File: config.mk
export PLATFORM = sky130hd
export DESIGN_NAME = sync_fifo_prog_flat
export DESIGN_NICKNAME = d
export VERILOG_FILES = /design/src/rtl/sync_fifo_prog_if.sv /design/src/rtl/sync_fifo_prog.sv /design/src/flat_wrapper.sv
export SDC_FILE = /design/constraint.sdc
export NUM_CORES = 1
export LEC_CHECK = 0
export CAP_MARGIN = 10
export CORE_UTILIZATION = 59
export DETAILED_ROUTE_END_ITERATION = 10
export GPL_ROUTABILITY_DRIVEN = 0
export PLACE_DENSITY_LB_ADDON = 0.12
export SLEW_MARGIN = 20
export SYNTH_ARGS = -nofsm -noshare
export SYNTH_HDL_FRONTEND = slang
export SYNTH_SLANG_ARGS = --single-unit
File: constraint.sdc
create_clock -name clk -period 3 [get_ports clk]
set_input_delay 0.6 -clock clk [delete_from_list [all_inputs] [get_ports clk]]
set_output_delay 0.6 -clock clk [all_outputs]
set_load 0.1 [all_outputs]
File: src/rtl/sync_fifo_prog_if.sv
// rtl/sync_fifo_prog_if.sv - write/read/status bundle between a user and sync_fifo_prog
interface sync_fifo_prog_if #(
  parameter int DSIZE = 8,
  parameter int ASIZE = 4
);
  logic             flush;
  logic [DSIZE-1:0] wdata;
  logic             winc;
  logic             wfull;
  logic             walmostfull;
  logic             rinc;
  logic [DSIZE-1:0] rdata;
  logic             rempty;
  logic             ralmostempty;
  logic [ASIZE:0]   count;
  logic             overflow;
  logic             underflow;

  modport master (
    output flush, wdata, winc, rinc,
    input  wfull, walmostfull, rdata, rempty, ralmostempty, count, overflow, underflow
  );

  modport slave (
    input  flush, wdata, winc, rinc,
    output wfull, walmostfull, rdata, rempty, ralmostempty, count, overflow, underflow
  );
endinterface

File: src/rtl/sync_fifo_prog.sv
// rtl/sync_fifo_prog.sv - single-clock FIFO with programmable thresholds and optional FWFT read
module sync_fifo_prog #(
  parameter int DSIZE       = 8,
  parameter int ASIZE       = 4,
  parameter int ALMOSTFULL  = 1,
  parameter int ALMOSTEMPTY = 1,
  parameter int FWFT        = 0
) (
  input  logic           clk,
  input  logic           rst_n,
  sync_fifo_prog_if.slave bus
);
  localparam int DEPTH = 1 << ASIZE;
  localparam logic [ASIZE:0]   FULL_LVL = (ASIZE+1)'(DEPTH);
  localparam logic [ASIZE:0]   AF_LVL   = (ASIZE+1)'(DEPTH - ALMOSTFULL);
  localparam logic [ASIZE:0]   AE_LVL   = (ASIZE+1)'(ALMOSTEMPTY);
  localparam logic [ASIZE:0]   CNT_ONE  = (ASIZE+1)'(1);
  localparam logic [ASIZE-1:0] PTR_ONE  = ASIZE'(1);

  if ((ALMOSTFULL < 1) || (ALMOSTFULL > DEPTH - 1)) begin : g_bad_almostfull
    $error("sync_fifo_prog: ALMOSTFULL=%0d outside legal range 1..%0d", ALMOSTFULL, DEPTH - 1);
  end
  if ((ALMOSTEMPTY < 0) || (ALMOSTEMPTY > DEPTH - 1)) begin : g_bad_almostempty
    $error("sync_fifo_prog: ALMOSTEMPTY=%0d outside legal range 0..%0d", ALMOSTEMPTY, DEPTH - 1);
  end

  logic [DSIZE-1:0] mem_q [DEPTH];
  logic [ASIZE-1:0] waddr_q, waddr_d;
  logic [ASIZE-1:0] raddr_q, raddr_d;
  logic [ASIZE:0]   count_q, count_d;
  logic             overflow_q, overflow_d;
  logic             underflow_q, underflow_d;
  logic             full, empty, wr_en, rd_en;

  // Status is decoded from the registered count only, so no request input reaches a flag.
  assign full  = (count_q == FULL_LVL);
  assign empty = (count_q == '0);
  assign wr_en = bus.winc && !full && !bus.flush;
  assign rd_en = bus.rinc && !empty && !bus.flush;

  assign bus.wfull        = full;
  assign bus.walmostfull  = (count_q >= AF_LVL);
  assign bus.rempty       = empty;
  assign bus.ralmostempty = (count_q <= AE_LVL);
  assign bus.count        = count_q;
  assign bus.overflow     = overflow_q;
  assign bus.underflow    = underflow_q;

  // Next-state for pointers, occupancy and sticky errors; flush overrides every request.
  always_comb begin
    waddr_d     = waddr_q;
    raddr_d     = raddr_q;
    count_d     = count_q;
    overflow_d  = overflow_q;
    underflow_d = underflow_q;
    if (bus.flush) begin
      waddr_d     = '0;
      raddr_d     = '0;
      count_d     = '0;
      overflow_d  = 1'b0;
      underflow_d = 1'b0;
    end else begin
      if (wr_en) waddr_d = waddr_q + PTR_ONE;
      if (rd_en) raddr_d = raddr_q + PTR_ONE;
      if (wr_en && !rd_en)      count_d = count_q + CNT_ONE;
      else if (rd_en && !wr_en) count_d = count_q - CNT_ONE;
      if (bus.winc && full)  overflow_d  = 1'b1;
      if (bus.rinc && empty) underflow_d = 1'b1;
    end
  end

  // Control state register with asynchronous clear.
  always_ff @(posedge clk or negedge rst_n) begin
    if (!rst_n) begin
      waddr_q     <= '0;
      raddr_q     <= '0;
      count_q     <= '0;
      overflow_q  <= 1'b0;
      underflow_q <= 1'b0;
    end else begin
      waddr_q     <= waddr_d;
      raddr_q     <= raddr_d;
      count_q     <= count_d;
      overflow_q  <= overflow_d;
      underflow_q <= underflow_d;
    end
  end

  // Storage array; contents survive flush and reset.
  always_ff @(posedge clk) begin
    if (wr_en) mem_q[waddr_q] <= bus.wdata;
  end

  if (FWFT != 0) begin : g_fwft
    assign bus.rdata = mem_q[raddr_q];
  end else begin : g_std
    logic [DSIZE-1:0] rdata_q, rdata_d;

    // Output register loads the head word only when a read is accepted.
    always_comb begin
      rdata_d = rdata_q;
      if (rd_en) rdata_d = mem_q[raddr_q];
    end

    // Registered read data, cleared by reset but not by flush.
    always_ff @(posedge clk or negedge rst_n) begin
      if (!rst_n) rdata_q <= '0;
      else        rdata_q <= rdata_d;
    end

    assign bus.rdata = rdata_q;
  end
endmodule
File: src/flat_wrapper.sv
// flat-port wrapper written by rule: the top's interface ports become plain ports
module sync_fifo_prog_flat 
#(
  parameter int DSIZE       = 8,
  parameter int ASIZE       = 4,
  parameter int ALMOSTFULL  = 1,
  parameter int ALMOSTEMPTY = 1,
  parameter int FWFT        = 0
)
  (clk, rst_n, bus_flush, bus_wdata, bus_winc, bus_rinc, bus_wfull, bus_walmostfull, bus_rdata, bus_rempty, bus_ralmostempty, bus_count, bus_overflow, bus_underflow);
  sync_fifo_prog_if #(.DSIZE(DSIZE), .ASIZE(ASIZE)) bus_i ();
  input  logic clk;
  input  logic rst_n;
  input wire logic [$bits(bus_i.flush)-1:0] bus_flush;
  input wire logic [$bits(bus_i.wdata)-1:0] bus_wdata;
  input wire logic [$bits(bus_i.winc)-1:0] bus_winc;
  input wire logic [$bits(bus_i.rinc)-1:0] bus_rinc;
  output wire logic [$bits(bus_i.wfull)-1:0] bus_wfull;
  output wire logic [$bits(bus_i.walmostfull)-1:0] bus_walmostfull;
  output wire logic [$bits(bus_i.rdata)-1:0] bus_rdata;
  output wire logic [$bits(bus_i.rempty)-1:0] bus_rempty;
  output wire logic [$bits(bus_i.ralmostempty)-1:0] bus_ralmostempty;
  output wire logic [$bits(bus_i.count)-1:0] bus_count;
  output wire logic [$bits(bus_i.overflow)-1:0] bus_overflow;
  output wire logic [$bits(bus_i.underflow)-1:0] bus_underflow;
  assign bus_i.flush = bus_flush;
  assign bus_i.wdata = bus_wdata;
  assign bus_i.winc = bus_winc;
  assign bus_i.rinc = bus_rinc;
  assign bus_wfull = bus_i.wfull;
  assign bus_walmostfull = bus_i.walmostfull;
  assign bus_rdata = bus_i.rdata;
  assign bus_rempty = bus_i.rempty;
  assign bus_ralmostempty = bus_i.ralmostempty;
  assign bus_count = bus_i.count;
  assign bus_overflow = bus_i.overflow;
  assign bus_underflow = bus_i.underflow;
  sync_fifo_prog #(.DSIZE(DSIZE), .ASIZE(ASIZE), .ALMOSTFULL(ALMOSTFULL), .ALMOSTEMPTY(ALMOSTEMPTY), .FWFT(FWFT)) u_core (.clk(clk), .rst_n(rst_n), .bus(bus_i));
endmodule
Word level (Yosys, flattened, before mapping)

Memories as Yosys holds them, arrays and structs flattened. A register that Yosys moved wholly into a read port is not among the register bits.
Index checks and enable logic that the tools add are counted.

Memories kept: 1
Logic and storage cells: 46
RAM bits: 128
Register bits after elaboration: 15

Multiplexer cells: 13
Equal/unequal tests: 1
Order comparisons: 2
Reduce and logical (&&, ||, !) cells: 20
Add/subtract/negate cells: 4

Memories:

| memory       | depth | bits a word | rd ports | clocked after Yosys merged registers in | write ports | line                 | RTL |
|---|---|---|---|---|---|---|---|
| u_core.mem_q | 16    | 8           | 1        | 1                                       | 1           | sync_fifo_prog.sv:27 | `logic [DSIZE-1:0] mem_q [DEPTH];` |

Operators by type and width:

| kind                                                               | count |
|---|---|
| two-way mux 4 bit                                                  | 4 |
| two-way mux 5 bit                                                  | 3 |
| adder 4 x 1 -> 4 bit (second input constant)                       | 2 |
| logical AND 1 bit                                                  | 8 |
| nonzero test 2 bit                                                 | 4 |
| logical NOT 1 bit                                                  | 6 |
| two-way mux 1 bit                                                  | 6 |
| adder 5 x 1 -> 5 bit (second input constant)                       | 1 |
| == test 5 bit (second input constant)                              | 1 |
| greater-or-equal comparator 5 x 4 -> 1 bit (second input constant) | 1 |
| less-or-equal comparator 5 x 1 -> 1 bit (second input constant)    | 1 |
| logical NOT 5 bit                                                  | 1 |
| subtractor 5 x 1 -> 5 bit (second input constant)                  | 1 |
| nonzero test 3 bit                                                 | 1 |

Longest topological paths before layout

Depth in word-level cells: 9
Mapped depth: 9
Gate-level depth less buffers: 7

Least setup slack after synthesis

OpenSTA, ideal clock, no wires.

Path type: flip-flop to flip-flop
Start: register u_core.count_q[1] (netlist: u_core.bus.count[1])
End: memory u_core.mem_q[0][0] (enable)
Cell stages (with the launch flop): 8
Path buffers: 0
Setup slack: -740 ps
Data arrival time: 3,357 ps
Cells stage by stage: dfrtp_1 inv_1 ha_1 nand4bb_1 inv_1 nor3_1 nand2_1 nor3_1

Cells in the longest elaborated chain, start to end: 6

Ends and longest elaborated chain:

| element                                 | line                 | RTL |
|---|---|---|
| start: declaration                      | sync_fifo_prog.sv:30 | `logic [ASIZE:0] count_q, count_d;` |
| start signal: assignment                | sync_fifo_prog.sv:83 | `count_q <= count_d;` |
| == test 5 bit                           | sync_fifo_prog.sv:36 | `assign full = (count_q == FULL_LVL);` |
| via bus_wfull                           | flat_wrapper.sv:18   | `output wire logic [$bits(bus_i.wfull)-1:0] bus_wfull;` |
| logical NOT 1 bit                       | sync_fifo_prog.sv:38 | `assign wr_en = bus.winc && !full && !bus.flush;` |
| logical AND 1 bit (2 in series)         | sync_fifo_prog.sv:38 |  |
| two-way mux 1 bit                       | sync_fifo_prog.sv:91 | `if (wr_en) mem_q[waddr_q] <= bus.wdata;` |
| two-way mux 1 bit (not written as such) | sync_fifo_prog.sv:91 |  |
| end: declaration                        | sync_fifo_prog.sv:27 |  |

The timed path passes the listed nets, and every way through them passes these cells.

Final worst setup path

Start: register u_core.count_q[1] (netlist: u_core.bus.count[1])
End: output port bus_rempty

Cells in the longest elaborated chain, start to end: 1

Ends and longest elaborated chain:

| element           | line                 | RTL |
|---|---|---|
| logical NOT 5 bit | sync_fifo_prog.sv:37 | `assign empty = (count_q == '0);` |
| end: declaration  | flat_wrapper.sv:21   | `output wire logic [$bits(bus_i.rempty)-1:0] bus_rempty;` |

No other way between the ends.

==> impl_metrics.tcl <==
set metrics [dict create \
    cts_buffers 17 \
    synth_common_cells "128 x edfxtp_1, 32 x mux2i_1, 28 x nor2_1" \
    clock_latency_ns 0.52 \
    place_area_um2 6870 \
    max_freq_mhz 359 \
    synth_area_leader_cell "edfxtp_1" \
    antenna_found_initial 0 \
    htreeDepth 4 \
    coreArea_um2 10300 \
    dp_slack_ns 0.430 \
    cts_hold_buffers 0 \
    r2r_start "u_core.bus.count[1]" \
    status "finished, final reports clean" \
    ir_drop_v 0.000799 \
    crit_slowest_cell "or4b_4" \
    drv_slew 0 \
    area_growth_pct 18.8 \
    wl_per_cell_um 21.4 \
    hp-class "reg -> reg" \
    drtIter0Drc 284 \
    startpoint "u_core.bus.count[1]" \
    clock_path_buffers 2 \
    drive_above_1_share_pct 24.8 \
    dp.cells 556 \
    slowest_delay_ns 0.56 \
    setup_viol 0 \
    diodes 0 \
    critPathLaunchType "flop" \
    critPathMaxFanout 9 \
    grt_pass1_wl_mm 19.7 \
    synth.area.top_cells "edfxtp_1 61%, dfrtp_1 9.2%, mux4_2 5.8%" \
    rows 37 \
    ys_async_sr_fraction_pct 15.2 \
    ys_ff_latch 151 \
    routed_wl_mm 12.6 \
    period_needed_ns 2.79 \
    synth_top_area_share_pct 61.4 \
    die_h_um 105 \
    crit_family "simple AND/OR/NAND/NOR gates" \
    final_area_um2 7440 \
    p_leak_uw 0.00257 \
    postCtsSetupRepairBufs 0 \
    relSlewSlack_pct 52.4 \
    final_cells 588 \
    finalCritPeriodShare_pct 93.0 \
    cap_violations 0 \
    synth_edf_count 128 \
    yosys_warnings 0 \
    num_io_pins 32 \
    rsz0062_at_grt "no" \
    fin_skew_ns 0.00847 \
    final_util_pct 72.1 \
    die_width_um 105 \
    fin_ws_ns 0.211 \
    critPathCaptureType "output pin" \
    crit_required_ns 2.40 \
    syn-instance-count 383 \
    start_util_pct 60.7 \
    dpl.hpwl_mm 8.44 \
    clock_sink_count 151 \
    design.die.area_um2 11000 \
    drc 0 \
    postRouteAntennaNets 0 \
    cp_num_buf_inv 3 \
    cellPowerDensity_nw_per_um2 893 \
    clk_pin_slew_ns 0.06 \
    vias 3472 \
    netlist-cell-type-count 43 \
    synthesis.area_um2 6260 \
    io_buffers 31 \
    clockRootBuffer "clkbuf_8" \
    synth_most_common_cell "edfxtp_1" \
    critical_path.cell_chain "inv_1, ha_1, or4b_4, clkinv_8, buf_12" \
    hold_viol 0 \
    avgSynthCellArea_um2 16.4 \
    grt_pass1_vias 3484 \
    cts_tree "yes" \
    worstPathArrival_ns 2.19 \
    fin_tns_setup_ns 0 \
    worstHoldStart "u_core.bus.rdata[3]" \
    grt_use_total_pct 25.2 \
    critical_path_class "reg -> out" \
    synth_ff_type "edfxtp_1" \
    gr-total-overflow 0 \
    grt_max_degree 28 \
    drtPass1Iterations 5 \
    cts_resized 0 \
    nNetsFinal 462 \
    ys_seq_area_share_pct 70.5 \
    syn-num-nets 406 \
    worstMarginPinSlew_ns 0.711 \
    post_drt_via_cell_ratio 5.90 \
]
[per-layer routing]
metal / global-route usage [%] / vias up / part of all wire (%)
met2: 37.8 / 123 / 47
met4: 10.1 / 0 / 2.1
met3: 5.80 / 20 / 5.7
met1: 36.2 / 1732 / 45
met5: 0 / - / 0
li1: - / 1597 / -
[per-stage QoR]
stage / total power, µW / hold slack [ns]
floorplan: 4200 / 0.304
global placement: 4640 / 0.476
detailed placement: 4660 / 0.477
CTS: 6690 / 0.491
global route: 6890 / 0.513
finish: 6640 / 0.491
[flip-flops by register name, indices dropped and copies added, names as in the netlist]
register              count
u_core.waddr_q            4
u_core.bus.count          5
u_core.raddr_q            4
u_core.bus.overflow       1
u_core.bus.rdata          8
u_core.bus.underflow      1
u_core.mem_q            128
[worst paths after layout]
kind | to | slack [ns] | cells past startpoint
max | bus_rempty | 0.21 | 5
min | u_core.bus.rdata[3] | 0.49 | 2
max reg2reg | u_core.bus.rdata[5] | 0.69 | 8
min reg2reg | u_core.bus.rdata[3] | 0.49 | 2
max in group asynchronous | u_core.bus.rdata[6] | 1.88 | 2
min in group asynchronous | u_core.bus.count[3] | 0.50 | 1
[power breakdown]
part           switching [µW]  internal [µW]
combinational            1410            641
sequential                152           2410
clock                     802           1230
total                    2360           4280
[cells by family after synthesis]
group,Yosys count,synth area share (%)
AND/OR/NAND/NOR,96,7.73
buffers and inverters,28,2.20
multiplexers,50,11.3
flip-flops,151,70.5
adder cells (fa/ha/maj),10,2.00
XOR/XNOR,7,1.20
AO/OA/AOI/OAI,41,5.05
[placed cells by master (no fill, tap or decap), drive strengths merged, types with 3 or more instances in the layout]
cell type      netlist  final
mux2i               32     32
nand2b               3      3
mux4                16     16
nand3               22     22
a211oi               4      4
xor2                 3      3
nor3                 9      9
a22oi               25     25
clkdlybuf4s50        0     12
nor2                28     28
edfxtp             128    128
clkinv               1      8
dfrtp               23     23
buf                 10     44
nor2b                4      4
xnor2                3      3
nand2               20     20
inv                  8      8
a21oi                5      5
ha                  10     10
clkbuf               9     21
[cell type report]
cell class,instances,area (µm²)
tap,136,170
inverter,9,50.0
clock buffer,21,449
timing repair buffer,56,475
multi-input combinational,204,1740
clock inverter,11,125
sequential,151,4430
fill,672,2880
[tightest hold or removal path, delay by kind of cell, from the launching register on]
| kind | cells | cell delay [ns] |
|---|---|---|
| flops | 1 | 0.34 |
| simple gates | 2 | 0.12 |
Note: power is estimated with default switching activity, not from simulation.
